$ cat src/rtl/pwm_multi_pkg.sv
// Purpose: shared register map, bit positions and helpers for the pwm_multi peripheral.
// Ports: none (package).
package pwm_multi_pkg;

  localparam int unsigned BUS_W  = 32;
  localparam int unsigned ADDR_W = 4;

  typedef logic [BUS_W-1:0]  bus_word_t;
  typedef logic [ADDR_W-1:0] bus_addr_t;

  // Register word indices
  localparam bus_addr_t REG_CTRL   = 4'd0;
  localparam bus_addr_t REG_PERIOD = 4'd1;
  localparam bus_addr_t REG_PRESC  = 4'd2;
  localparam bus_addr_t REG_STATUS = 4'd3;
  localparam bus_addr_t REG_DUTY0  = 4'd4;

  // CTRL / STATUS bit positions
  localparam int unsigned CTRL_EN       = 0;
  localparam int unsigned CTRL_CHEN_LSB = 8;
  localparam int unsigned CTRL_POL_LSB  = 16;
  localparam int unsigned STATUS_WRAP   = 0;

  // Word index of DUTY[ch]
  function automatic bus_addr_t duty_idx(input int unsigned ch);
    return REG_DUTY0 + ADDR_W'(ch);
  endfunction

endpackage

$ cat src/rtl/pwm_channel.sv
// Purpose: one PWM output: programmed/active duty pair, compare and polarity flop.
// Ports:
//   clk, rst_n        clock, async active-low reset
//   i_count           shared period counter
//   i_wrap            period wrap strobe (loads active duty)
//   i_en/i_chen/i_pol global enable, channel enable, output polarity
//   i_we/i_wdata      DUTY register write
//   o_duty            programmed DUTY for readback
//   o_pwm             registered PWM output
module pwm_channel
  import pwm_multi_pkg::*;
#(
  parameter int unsigned WIDTH = 8
) (
  input  logic             clk,
  input  logic             rst_n,
  input  logic [WIDTH-1:0] i_count,
  input  logic             i_wrap,
  input  logic             i_en,
  input  logic             i_chen,
  input  logic             i_pol,
  input  logic             i_we,
  input  logic [WIDTH-1:0] i_wdata,
  output logic [WIDTH-1:0] o_duty,
  output logic             o_pwm
);

  logic [WIDTH-1:0] r_duty;
  logic [WIDTH-1:0] r_duty_act;
  logic             r_pwm;

  // Active duty follows the programmed value while disabled, else only at wrap
  // (non-blocking read of r_duty gives the pre-write value in a wrap cycle).
  always_ff @(posedge clk or negedge rst_n) begin
    if (!rst_n) begin
      r_duty     <= '0;
      r_duty_act <= '0;
      r_pwm      <= 1'b0;
    end else begin
      if (i_we) begin
        r_duty <= i_wdata;
      end
      if (!i_en || i_wrap) begin
        r_duty_act <= r_duty;
      end
      r_pwm <= i_pol ^ (i_en & i_chen & (i_count < r_duty_act));
    end
  end

  assign o_duty = r_duty;
  assign o_pwm  = r_pwm;

endmodule

$ cat src/rtl/pwm_multi.sv
// Purpose: memory-mapped multi-channel PWM with prescaler, shadowed period/duty
//          and sticky wrap flag.
// Ports:
//   clk, rst_n   clock, async active-low reset
//   bSel, bWrite bus select / write strobe (write when both high)
//   bAddr        register word index
//   bWData       write data
//   bRData       combinational read data for bAddr
//   pwmOutput    registered PWM outputs, one per channel
module pwm_multi
  import pwm_multi_pkg::*;
#(
  parameter int unsigned CHANNELS    = 4,
  parameter int unsigned WIDTH       = 8,
  parameter int unsigned PRESC_WIDTH = 8
) (
  input  logic                clk,
  input  logic                rst_n,
  input  logic                bSel,
  input  logic                bWrite,
  input  logic [ADDR_W-1:0]   bAddr,
  input  logic [BUS_W-1:0]    bWData,
  output logic [BUS_W-1:0]    bRData,
  output logic [CHANNELS-1:0] pwmOutput
);

  logic                   r_en;
  logic [CHANNELS-1:0]    r_chen;
  logic [CHANNELS-1:0]    r_pol;
  logic [WIDTH-1:0]       r_period;
  logic [WIDTH-1:0]       r_period_act;
  logic [WIDTH-1:0]       r_count;
  logic [PRESC_WIDTH-1:0] r_presc;
  logic [PRESC_WIDTH-1:0] r_presc_cnt;
  logic                   r_wrap_flag;

  logic                   w_wr;
  logic                   w_tick;
  logic                   w_wrap;
  logic [CHANNELS-1:0]    w_duty_we;
  logic [WIDTH-1:0]       w_duty [CHANNELS];
  logic                   w_unused_wdata;

  assign w_wr   = bSel & bWrite;
  assign w_tick = r_en && (r_presc_cnt == r_presc);
  assign w_wrap = w_tick && (r_count == r_period_act);
  // Upper write-data bits are architecturally ignored
  assign w_unused_wdata = ^bWData;

  // Programmed control registers
  always_ff @(posedge clk or negedge rst_n) begin
    if (!rst_n) begin
      r_en     <= 1'b0;
      r_chen   <= '0;
      r_pol    <= '0;
      r_period <= '1;
      r_presc  <= '0;
    end else if (w_wr) begin
      case (bAddr)
        REG_CTRL: begin
          r_en   <= bWData[CTRL_EN];
          r_chen <= bWData[CTRL_CHEN_LSB +: CHANNELS];
          r_pol  <= bWData[CTRL_POL_LSB +: CHANNELS];
        end
        REG_PERIOD: r_period <= bWData[WIDTH-1:0];
        REG_PRESC:  r_presc  <= bWData[PRESC_WIDTH-1:0];
        default: ;
      endcase
    end
  end

  // Sticky wrap flag; a wrap in the same cycle beats a W1C
  always_ff @(posedge clk or negedge rst_n) begin
    if (!rst_n) begin
      r_wrap_flag <= 1'b0;
    end else if (w_wrap) begin
      r_wrap_flag <= 1'b1;
    end else if (w_wr && (bAddr == REG_STATUS) && bWData[STATUS_WRAP]) begin
      r_wrap_flag <= 1'b0;
    end
  end

  // Prescaler, period counter and active period copy
  always_ff @(posedge clk or negedge rst_n) begin
    if (!rst_n) begin
      r_presc_cnt  <= '0;
      r_count      <= '0;
      r_period_act <= '1;
    end else if (!r_en) begin
      r_presc_cnt  <= '0;
      r_count      <= '0;
      r_period_act <= r_period;
    end else begin
      r_presc_cnt <= w_tick ? '0 : r_presc_cnt + PRESC_WIDTH'(1);
      if (w_wrap) begin
        r_count      <= '0;
        r_period_act <= r_period;
      end else if (w_tick) begin
        r_count <= r_count + WIDTH'(1);
      end
    end
  end

  for (genvar i = 0; i < CHANNELS; i++) begin : g_ch
    assign w_duty_we[i] = w_wr && (bAddr == duty_idx(i));

    pwm_channel #(
      .WIDTH(WIDTH)
    ) u_ch (
      .clk     (clk),
      .rst_n   (rst_n),
      .i_count (r_count),
      .i_wrap  (w_wrap),
      .i_en    (r_en),
      .i_chen  (r_chen[i]),
      .i_pol   (r_pol[i]),
      .i_we    (w_duty_we[i]),
      .i_wdata (bWData[WIDTH-1:0]),
      .o_duty  (w_duty[i]),
      .o_pwm   (pwmOutput[i])
    );
  end

  // Read mux: programmed values only, unmapped indices read 0
  always_comb begin
    bRData = '0;
    case (bAddr)
      REG_CTRL: begin
        bRData[CTRL_EN]                   = r_en;
        bRData[CTRL_CHEN_LSB +: CHANNELS] = r_chen;
        bRData[CTRL_POL_LSB +: CHANNELS]  = r_pol;
      end
      REG_PERIOD: bRData = BUS_W'(r_period);
      REG_PRESC:  bRData = BUS_W'(r_presc);
      REG_STATUS: bRData[STATUS_WRAP] = r_wrap_flag;
      default: begin
        for (int unsigned i = 0; i < CHANNELS; i++) begin
          if (bAddr == duty_idx(i)) begin
            bRData = BUS_W'(w_duty[i]);
          end
        end
      end
    endcase
  end

endmodule

$ cat config.mk
export PLATFORM = sky130hd
export DESIGN_NAME = pwm_multi
export DESIGN_NICKNAME = d
export VERILOG_FILES = /design/src/rtl/pwm_multi_pkg.sv /design/src/rtl/pwm_channel.sv /design/src/rtl/pwm_multi.sv
export SDC_FILE = /design/constraint.sdc
export NUM_CORES = 1
export LEC_CHECK = 0
export ABC_AREA = 1
export CORE_AREA = 2 2 85 169
export DETAILED_ROUTE_END_ITERATION = 8
export DIE_AREA = 0 0 87 171
export GPL_TIMING_DRIVEN = 0
export HOLD_SLACK_MARGIN = 0.05
export PLACE_DENSITY_LB_ADDON = 0.05
export SKIP_LAST_GASP = 1
export SLEW_MARGIN = 20
export SYNTH_ARGS = -nofsm -noshare
export SYNTH_HDL_FRONTEND = slang
export SYNTH_SLANG_ARGS = --single-unit
$ cat constraint.sdc
create_clock -name clk -period 4.5 [get_ports clk]
set_input_delay 0.675 -clock clk [delete_from_list [all_inputs] [get_ports clk]]
set_output_delay 0.675 -clock clk [all_outputs]
set_load 0.1 [all_outputs]
=== Word level (Yosys, flattened, before mapping) ===
Index checks and enable logic that the tools add are counted.

* Register bits after elaboration: 118
* Memories kept: 0
* Latch bits: 0
* Output and inout bits: 36
* Memory bits (read-only): 0
* Bits in writable memories: 0

* $lt $le $gt $ge: 4
* Muxes and demuxes: 19
* Divide/modulo/power cells: 0
* Multiply operators: 0
* Equality and inequality tests: 11
* Reductions and logical operators: 18
* Add/subtract/negate cells: 2
* Bitwise gates (word level): 13
* Shifts and indexed selects: 0

{| class="wikitable"
|+ Operators by type and width
! cell !! count
|-
| two-way mux 32 bit || 3
|-
| two-way mux 8 bit || 8
|-
| < comparator 8 bit || 4
|-
| one-hot mux 7 bit (3 select lines) || 1
|-
| adder 8 x 1 -> 8 bit, second input constant || 2
|-
| equality test 4 x 3 -> 1 bit, second input constant || 4
|-
| equality test 8 bit || 2
|-
| one-hot mux 4 bit (2 select lines) || 2
|-
| two-way mux 12 bit || 1
|-
| AND 1 bit || 9
|-
| equality test 4 x 2 -> 1 bit, second input constant || 2
|-
| logical AND 1 bit || 8
|-
| AND reduction 2 bit || 3
|-
| equality test 4 x 1 -> 1 bit, second input constant || 1
|-
| zero test 4 bit || 1
|-
| two-way mux 4 bit || 1
|-
| one-hot mux 1 bit (4 select lines) || 1
|-
| OR reduction 4 bit || 1
|-
| bitwise XOR 1 bit || 4
|-
| inequality test 3 x 1 -> 1 bit, second input constant || 1
|-
| OR reduction 3 bit || 1
|-
| two-way mux 1 bit || 2
|-
| inequality test 2 x 1 -> 1 bit, second input constant || 1
|-
| nonzero test 2 bit || 1
|-
| other kinds (3) || 3
|}

=== Longest topological paths before layout ===
Gate-level depths: netlist (run 1).

* Depth after elaboration: 6
* Mapped depth: 11
* Gate-level depth less buffers: 10

=== Hierarchy ===
From an unflattened synthesis (run 1), not the netlist that was laid out.

* Cell total of the unflattened synthesis: 766
* Area, all modules: 6540.0 sq um

{| class="wikitable"
|+ By module, submodules not included
! module !! area each (sq um) !! seq. area each (sq um) !! cells each !! instances
|-
| pwm_channel || 865.8 || 425.4 || 86 || 4
|-
| pwm_multi || 3076.7 || 1271.2 || 422 || 1
|}

=== Worst setup path before layout (run 1) ===
No wires, ideal clock.

* Kind: input -> output
* Start: input bAddr[3]
* End: output bRData[5]
* Path slack: 1264 ps
* Stages: 3
* Data required time: 3825 ps
* Arrival: 2561 ps
* Path buffers: 0
* Path through: nor2_1 -> nand2_1 -> o2111ai_1

* Cells in the longest elaborated chain, start to end: 6
* Elaborated cells on any way between the ends: 14

{| class="wikitable"
|+ Ends and longest elaborated chain
! item !! RTL line !! source
|-
| from (decl) || pwm_multi.sv:21 || <nowiki>input logic [ADDR_W-1:0] bAddr,</nowiki>
|-
| equality test 4 x 3 -> 1 bit || pwm_multi.sv:138 || <nowiki>if (bAddr == duty_idx(i)) begin</nowiki>
|-
| two-way mux 8 bit || pwm_multi.sv:138 ||
|-
| two-way mux 32 bit (3 in series) || pwm_multi.sv:138 ||
|-
| one-hot mux 7 bit (3 select lines) (*) || pwm_multi.sv:127 || <nowiki>case (bAddr)</nowiki>
|-
| to (decl) || pwm_multi.sv:23 || <nowiki>output logic [BUS_W-1:0] bRData,</nowiki>
|}

Mark *: on every way between the ends. The rest lies on a longest branch, timed or not.

=== Final worst setup path (run 1) ===
* Start: input bAddr[3]
* End: output bRData[0]

* Cells in the longest elaborated chain, start to end: 6
* Elaborated cells on any way between the ends: 13

{| class="wikitable"
|+ Ends and longest elaborated chain
! item !! RTL line
|-
| equality test 4 x 3 -> 1 bit || pwm_multi.sv:138
|-
| two-way mux 8 bit || pwm_multi.sv:138
|-
| two-way mux 32 bit (3 in series) || pwm_multi.sv:138
|-
| one-hot mux 1 bit (4 select lines) (*) || pwm_multi.sv:127
|}

Marks and branches as above.

==> run summary, run 1 <==
Count of clock tree sinks: 118
Via density per instance: 5.06
Top fanout value on the critical path: 9
Wire length of the first global-routing pass: 27.1 mm
Vertical extent of the die: 171 um
Via count of the routed design: 5344
Placement Setup Slack: 0.205 ns
Area of the die: 0.0149 sq mm
Setup repair after global routing missed its margin: no
Post-synthesis instance area: 0.00631 sq mm
Class of the tightest hold or removal check: input port to async pin
Floorplan row count: 61
Share of cells above drive strength 1: 10.3%
Initial core utilization: 46.2%
Number of global-route vias before repair: 5168
Portion of the post-synthesis area used by sequential elements: 47.1%
Average detailed-routed wire length per instance: 16.0 um
Status: finished, final reports clean
Synthesis Warnings: 0
Wire length after detailed routing: 16.9 mm
Leakage power total: 3.98 nW
Final cell utilization of the core: 55.9%
Antenna Diode Count: 0
Syn Area/Cell: 7.81 sq um
Total global-route track usage: 24.5%
Period Utilization, post-route: 97.0%
Area Overhead vs Synth: 21.1%
Die X: 87 um
DR iter-0 viols: 341
Power per Cell Area: 497 mW/mm^2
Detailed-placement wirelength estimate: 12.5 mm
Synthesized netlist cell count: 808
Routability-driven placement congestion ratio: 1.04
Endpoints failing setup: 0
Crit. Startpoint: bAddr[3]
Total of buffers placed on input and output ports: 43
Start of the worst register-to-register path: r_count[5]
Clock skew after layout: 0.0119 ns
Setup bufs post-CTS: 0
Drt pass-1 iters: 5
Nets: 956
Detailed-route DRC error count: 0
Worst reg2reg path depth: 10
Number of library cell types mapped by synthesis: 31
CP Class: input port to primary output
Achievable clock frequency: 229 MHz
Endpoint kind of the worst setup timing path: primary output
Critical Path RT: 3.83 ns
Setup crit start kind: input port
Final worst hold slack: 0.264 ns
Maximum number of pins on one net before global-route repair: 66
Antenna-violating nets left: 0
Number of top-level design ports: 76
Number of cells upsized or downsized after cts: 0
Post-route setup slack: 0.135 ns
Worst VDD drop: 309 uV
Worst-Margin Slew: 0.989 ns
Setup crit end: bRData[0]
Clock tree from TritonCTS: yes
Fin crit period: 4.37 ns
Antenna violations before repair: 0
Flop and latch count out of synthesis: 118
Max-slew headroom: 33.9%
Final-report max-slew violation count: 0
Total of max-cap violations: 0
Number of buffers added by the clock tree synthesis step: 17
Reg2reg end: g_ch[0].u_ch.r_duty_act[6]
Post-layout power: 3.80 mW
Largest buffer count on any clock path: 2
Grt total ovfl: 0
Worst-case register-to-register setup slack: 2.56 ns
Clock tree root buffer cell: sky130_fd_sc_hd__clkbuf_16
Number of hold-repair buffers added at the cts stage: 0
Final total negative setup slack: 0 ns
Area of the core region: 0.0137 sq mm
Number of endpoints with negative hold slack in the final report: 0
Data arrival time at the worst-slack endpoint: 3.69 ns
Clock latency on the worst-skew pair: 0.41 ns
Filler cells: 1340
Number of levels in the clock H-tree: 4
Clock transition at path regs: 0.05 ns
## metal layers
| metal | part of all wire (%) | GRT usage [%] | up-vias | routed length (um) |
|---|---|---|---|---|
| met2 | 53 | 42.4 | 130 | 8920 |
| li1 | - | - | 2714 | - |
| met1 | 42 | 29.8 | 2471 | 7130 |
| met3 | 2.7 | 3.86 | 29 | 458 |
| met4 | 2.6 | 9.99 | 0 | 442 |
| met5 | 0 | 0 | - | 0 |
## sequential cells by signal, indices dropped and copies added (netlist names)
| name | flops |
|---|---|
| g_ch.u_ch.o_duty | 32 |
| g_ch.u_ch.o_pwm | 4 |
| g_ch.u_ch.r_duty_act | 32 |
| r_chen | 4 |
| r_count | 8 |
| r_en | 1 |
| r_period | 8 |
| r_period_act | 8 |
| r_pol | 4 |
| r_presc | 8 |
| r_presc_cnt | 8 |
| r_wrap_flag | 1 |
## synth_stat cells
| cell type | number | area, sq um |
|---|---|---|
| sky130_fd_sc_hd__buf_6 | 4 | 45.0 |
| sky130_fd_sc_hd__o2111ai_1 | 2 | 17.5 |
| sky130_fd_sc_hd__nand3_1 | 54 | 270 |
| sky130_fd_sc_hd__nand2_1 | 278 | 1040 |
| sky130_fd_sc_hd__xor2_1 | 9 | 78.8 |
| sky130_fd_sc_hd__ha_1 | 30 | 375 |
| sky130_fd_sc_hd__o21ai_1 | 20 | 100 |
| sky130_fd_sc_hd__nand2_2 | 2 | 12.5 |
| sky130_fd_sc_hd__o21ai_0 | 42 | 210 |
| sky130_fd_sc_hd__nor2_1 | 48 | 180 |
| sky130_fd_sc_hd__inv_1 | 80 | 300 |
| sky130_fd_sc_hd__dfrtp_1 | 102 | 2550 |
| sky130_fd_sc_hd__a21oi_1 | 31 | 155 |
| sky130_fd_sc_hd__inv_2 | 10 | 37.5 |
| sky130_fd_sc_hd__buf_1 | 3 | 11.3 |
| sky130_fd_sc_hd__nor2_8 | 1 | 20.0 |
| sky130_fd_sc_hd__dfstp_2 | 16 | 420 |
| sky130_fd_sc_hd__buf_2 | 7 | 35.0 |
| sky130_fd_sc_hd__nand4_1 | 21 | 131 |
| sky130_fd_sc_hd__xnor2_1 | 1 | 8.76 |
| sky130_fd_sc_hd__nor3_1 | 6 | 30.0 |
| sky130_fd_sc_hd__nand3b_1 | 1 | 7.51 |
| sky130_fd_sc_hd__clkinv_1 | 1 | 3.75 |
| sky130_fd_sc_hd__nor2_2 | 1 | 6.26 |
| sky130_fd_sc_hd__clkbuf_1 | 8 | 30.0 |
| sky130_fd_sc_hd__o21bai_1 | 1 | 7.51 |
| sky130_fd_sc_hd__and3_1 | 2 | 12.5 |
| sky130_fd_sc_hd__o21a_1 | 4 | 30.0 |
| sky130_fd_sc_hd__conb_1 | 1 | 3.75 |
| sky130_fd_sc_hd__buf_4 | 20 | 150 |
| sky130_fd_sc_hd__nand2_4 | 2 | 22.5 |
## worst max-delay path, cell delays in order
cell and delay [ns]:
sky130_fd_sc_hd__clkdlybuf4s50_1 0.42, sky130_fd_sc_hd__nor2_1 0.29, sky130_fd_sc_hd__nand2_1 0.46, sky130_fd_sc_hd__o21ai_0 0.49
sky130_fd_sc_hd__nor2_1 0.13, sky130_fd_sc_hd__nand3_1 0.10, sky130_fd_sc_hd__clkdlybuf4s50_1 1.13
## worst min-delay path by stage
stage                     cells past startpoint      from  slack, ns                     end
after global routing                          1     rst_n       0.31              r_count[6]
final                                         1     rst_n       0.26              r_count[6]
after global placement                        2  r_pol[1]       0.46      g_ch[1].u_ch.o_pwm
after floorplan                               0     rst_n       0.38  g_ch[0].u_ch.o_duty[0]
after CTS                                     1     rst_n       0.28              r_presc[0]
after detailed placement                      2  r_pol[2]       0.46      g_ch[2].u_ch.o_pwm
## cells by family after synthesis
| logic type | after synthesis | synth area share [%] |
|---|---|---|
| compound gates | 100 | 8.25 |
| flops | 118 | 47.1 |
| other cells | 1 | 0.0594 |
| fa+ha+maj | 30 | 5.95 |
| simple gates | 416 | 27.5 |
| xor+xnor | 10 | 1.39 |
| buf+inv | 133 | 9.72 |
## per-stage QoR
step / std cells / area (sq um)
2_1_floorplan: 823 / 6370
6_report: 1056 / 7640
4_1_cts: 1056 / 7640
3_5_place_dp: 1024 / 7020
3_3_place_gp: 1023 / 6990
5_1_grt: 1056 / 7640
## power by group
part | switching (mW) | leakage (nW) | internal (mW)
registers | 0.160 | 1.47 | 1.29
clock network | 0.470 | 0.297 | 0.953
logic | 0.625 | 2.21 | 0.298
total | 1.26 | 3.98 | 2.54
## cell type report
cell class | count | area, sq um | share of cell area (%)
Inverter | 91 | 342 | 4.47
Clock inverter | 9 | 150 | 1.97
Sequential cell | 118 | 2970 | 38.9
Buffer | 42 | 272 | 3.55
Multi-Input combinational cell | 572 | 2780 | 36.4
Timing Repair Buffer | 44 | 459 | 6.01
Clock buffer | 23 | 468 | 6.13
Tap cell | 157 | 196 | 2.57
## layout by cell type (no fill, tap or decap), types with 17 or more instances in the layout
cell and instances:
sky130_fd_sc_hd__o21ai_1 20, sky130_fd_sc_hd__o21ai_0 42, sky130_fd_sc_hd__dfrtp_1 102, sky130_fd_sc_hd__nand4_1 21, sky130_fd_sc_hd__nand2_1 278, sky130_fd_sc_hd__clkbuf_16 17, sky130_fd_sc_hd__clkdlybuf4s50_1 42, sky130_fd_sc_hd__nor2_1 48
sky130_fd_sc_hd__a21oi_1 31, sky130_fd_sc_hd__inv_1 80, sky130_fd_sc_hd__nand3_1 54, sky130_fd_sc_hd__buf_4 20, sky130_fd_sc_hd__ha_1 30
(Power assumes the default switching activity.)
==> run 2: changes to the inputs <==
- CORE_AREA: 2 2 85 169 -> 2 2 79 157
- DIE_AREA: 0 0 87 171 -> 0 0 81 159
==> run summary, run 2 (synthesis gave the netlist of run 1 again) <==
Status: finished, final reports clean
Floorplan row count: 56
Worst reg2reg path depth: 10
Via density per instance: 5.35
Start of the worst register-to-register path: r_count[3]
Final-report max-slew violation count: 0
Period Utilization, post-route: 88.5%
Most frequent cells in the layout: sky130_fd_sc_hd__nand2_1, sky130_fd_sc_hd__dfrtp_1, sky130_fd_sc_hd__inv_1
Via count of the routed design: 5585
Number of hold-repair buffers added at the cts stage: 0
Drt pass-1 iters: 5
Filler cells: 1040
Worst path slowest cell: sky130_fd_sc_hd__clkdlybuf4s50_1
Commonest non-fill, non-tap cell in the layout: sky130_fd_sc_hd__nand2_1
Power per Cell Area: 502 mW/mm^2
Vertical extent of the die: 159 um
Cell area after layout: 0.00764 sq mm
DR iter-0 viols: 419
Worst VDD drop: 312 uV
Final cell utilization of the core: 65.7%
Nets: 956
Number of cells upsized or downsized after cts: 0
Final total negative setup slack: 0 ns
Worst-Margin Slew: 0.975 ns
Clock tree root buffer cell: sky130_fd_sc_hd__clkbuf_16
Average detailed-routed wire length per instance: 16.6 um
Wire length of the first global-routing pass: 27.8 mm
Largest stage delay on the critical path: 1.14 ns
CP Class: input port to primary output
Antenna violations before repair: 0
Largest buffer count on any clock path: 2
Clock skew after layout: 0.0129 ns
Endpoint kind of the worst setup timing path: primary output
Setup bufs post-CTS: 0
Number of levels in the clock H-tree: 4
Clock transition at path regs: 0.06 ns
Number of global-route vias before repair: 5662
Share of cells above drive strength 1: 10.8%
Area of the core region: 0.0116 sq mm
Number of endpoints with negative hold slack in the final report: 0
Critical Path RT: 3.83 ns
Grt total ovfl: 0
Total of buffers placed on input and output ports: 43
Worst-case register-to-register setup slack: 2.62 ns
Non-filler cells, final: 1044
Total global-route track usage: 29.0%
Leakage power total: 3.98 nW
Reg2reg end: g_ch[1].u_ch.r_duty_act[4]
Total of max-cap violations: 0
Post-detailed-placement cell area: 0.00701 sq mm
Antenna Diode Count: 0
Wire length after detailed routing: 17.3 mm
Data arrival time at the worst-slack endpoint: 3.31 ns
Die X: 81 um
Initial core utilization: 54.2%
Max-slew headroom: 34.8%
Number of top-level design ports: 76
Routability-driven placement congestion ratio: 1.00
Area Overhead vs Synth: 21.0%
Achievable clock frequency: 251 MHz
Clock latency on the worst-skew pair: 0.42 ns
Fin crit period: 3.98 ns
Area of the die: 0.0129 sq mm
Antenna-violating nets left: 0
Endpoints failing setup: 0
Class of the tightest hold or removal check: input port to async pin
Series of cell instances along the critical path: clkdlybuf4s50_1 -> nor2_1 -> nand2_1 -> o21ai_0 -> nor2_1 -> nand3_1 -> clkdlybuf4s50_1
Count of clock tree sinks: 118
Clock tree from TritonCTS: yes
Placed Cells incl. Taps: 1012
Number of buffers added by the clock tree synthesis step: 17
Setup repair after global routing missed its margin: no
Detailed-placement wirelength estimate: 13.2 mm
Top fanout value on the critical path: 9
Setup crit start kind: input port
Maximum number of pins on one net before global-route repair: 70
Detailed-route DRC error count: 0
==> run 2: changes by cell type in the layout (fill, tap and decap cells not counted), sizes merged <==
cell      delta
clkinv       +1
inv          +6
clkbuf       -5
clkinvlp     -1
bufinv       -1
==> run 2: final cells by class <==
type,instances,area (sq um),area share [%]
clock inverters,14,190,2.49
well taps,145,181,2.38
plain buffers,42,272,3.56
repair buffers,44,459,6.01
multi-input cells,572,2780,36.4
inverters,91,342,4.47
flip-flops and latches,118,2970,38.9
clock buffers,18,439,5.75
==> run 2: worst max path at each step <==
| stage | slack [ns] | end | from |
|---|---|---|---|
| after floorplan | 1.26 | bRData[5] | bAddr[3] |
| after global placement | -1.66 | g_ch[3].u_ch.o_duty[3] | rst_n |
| after detailed placement | 0.51 | bRData[0] | bAddr[3] |
| after CTS | 0.51 | bRData[0] | bAddr[3] |
| after global routing | 0.35 | bRData[0] | bAddr[3] |
| final | 0.52 | bRData[0] | bAddr[3] |
==> run 2: through the flow <==
step	hold WS (ns)	power, mW	worst slack (ns)
2_1_floorplan	0.379	2.13	1.26
3_3_place_gp	0.450	2.37	-1.66
3_5_place_dp	0.459	2.40	0.509
4_1_cts	0.287	3.85	0.512
5_1_grt	0.312	4.03	0.354
6_report	0.269	3.83	0.516
==> run 2: critical path: cells and delay by family <==
kind,cells,cell delay (ns)
buf+inv,2,1.57
simple gates,4,0.81
compound gates,1,0.25
==> run 2: per-layer routing <==
layer / wire length [um] / part of all wire (%) / vias up / track usage, %
met5: 0 / 0 / - / 0
met4: 1130 / 6.5 / 0 / 18.3
met3: 774 / 4.5 / 60 / 6.24
met2: 9330 / 54 / 176 / 51.4
met1: 6100 / 35 / 2634 / 29.6
li1: - / - / 2715 / -
==> run 2: report_power, final <==
group / switching, mW / internal (mW) / leakage, nW
logic: 0.635 / 0.299 / 2.21
clock network: 0.538 / 0.903 / 0.306
registers: 0.165 / 1.29 / 1.47
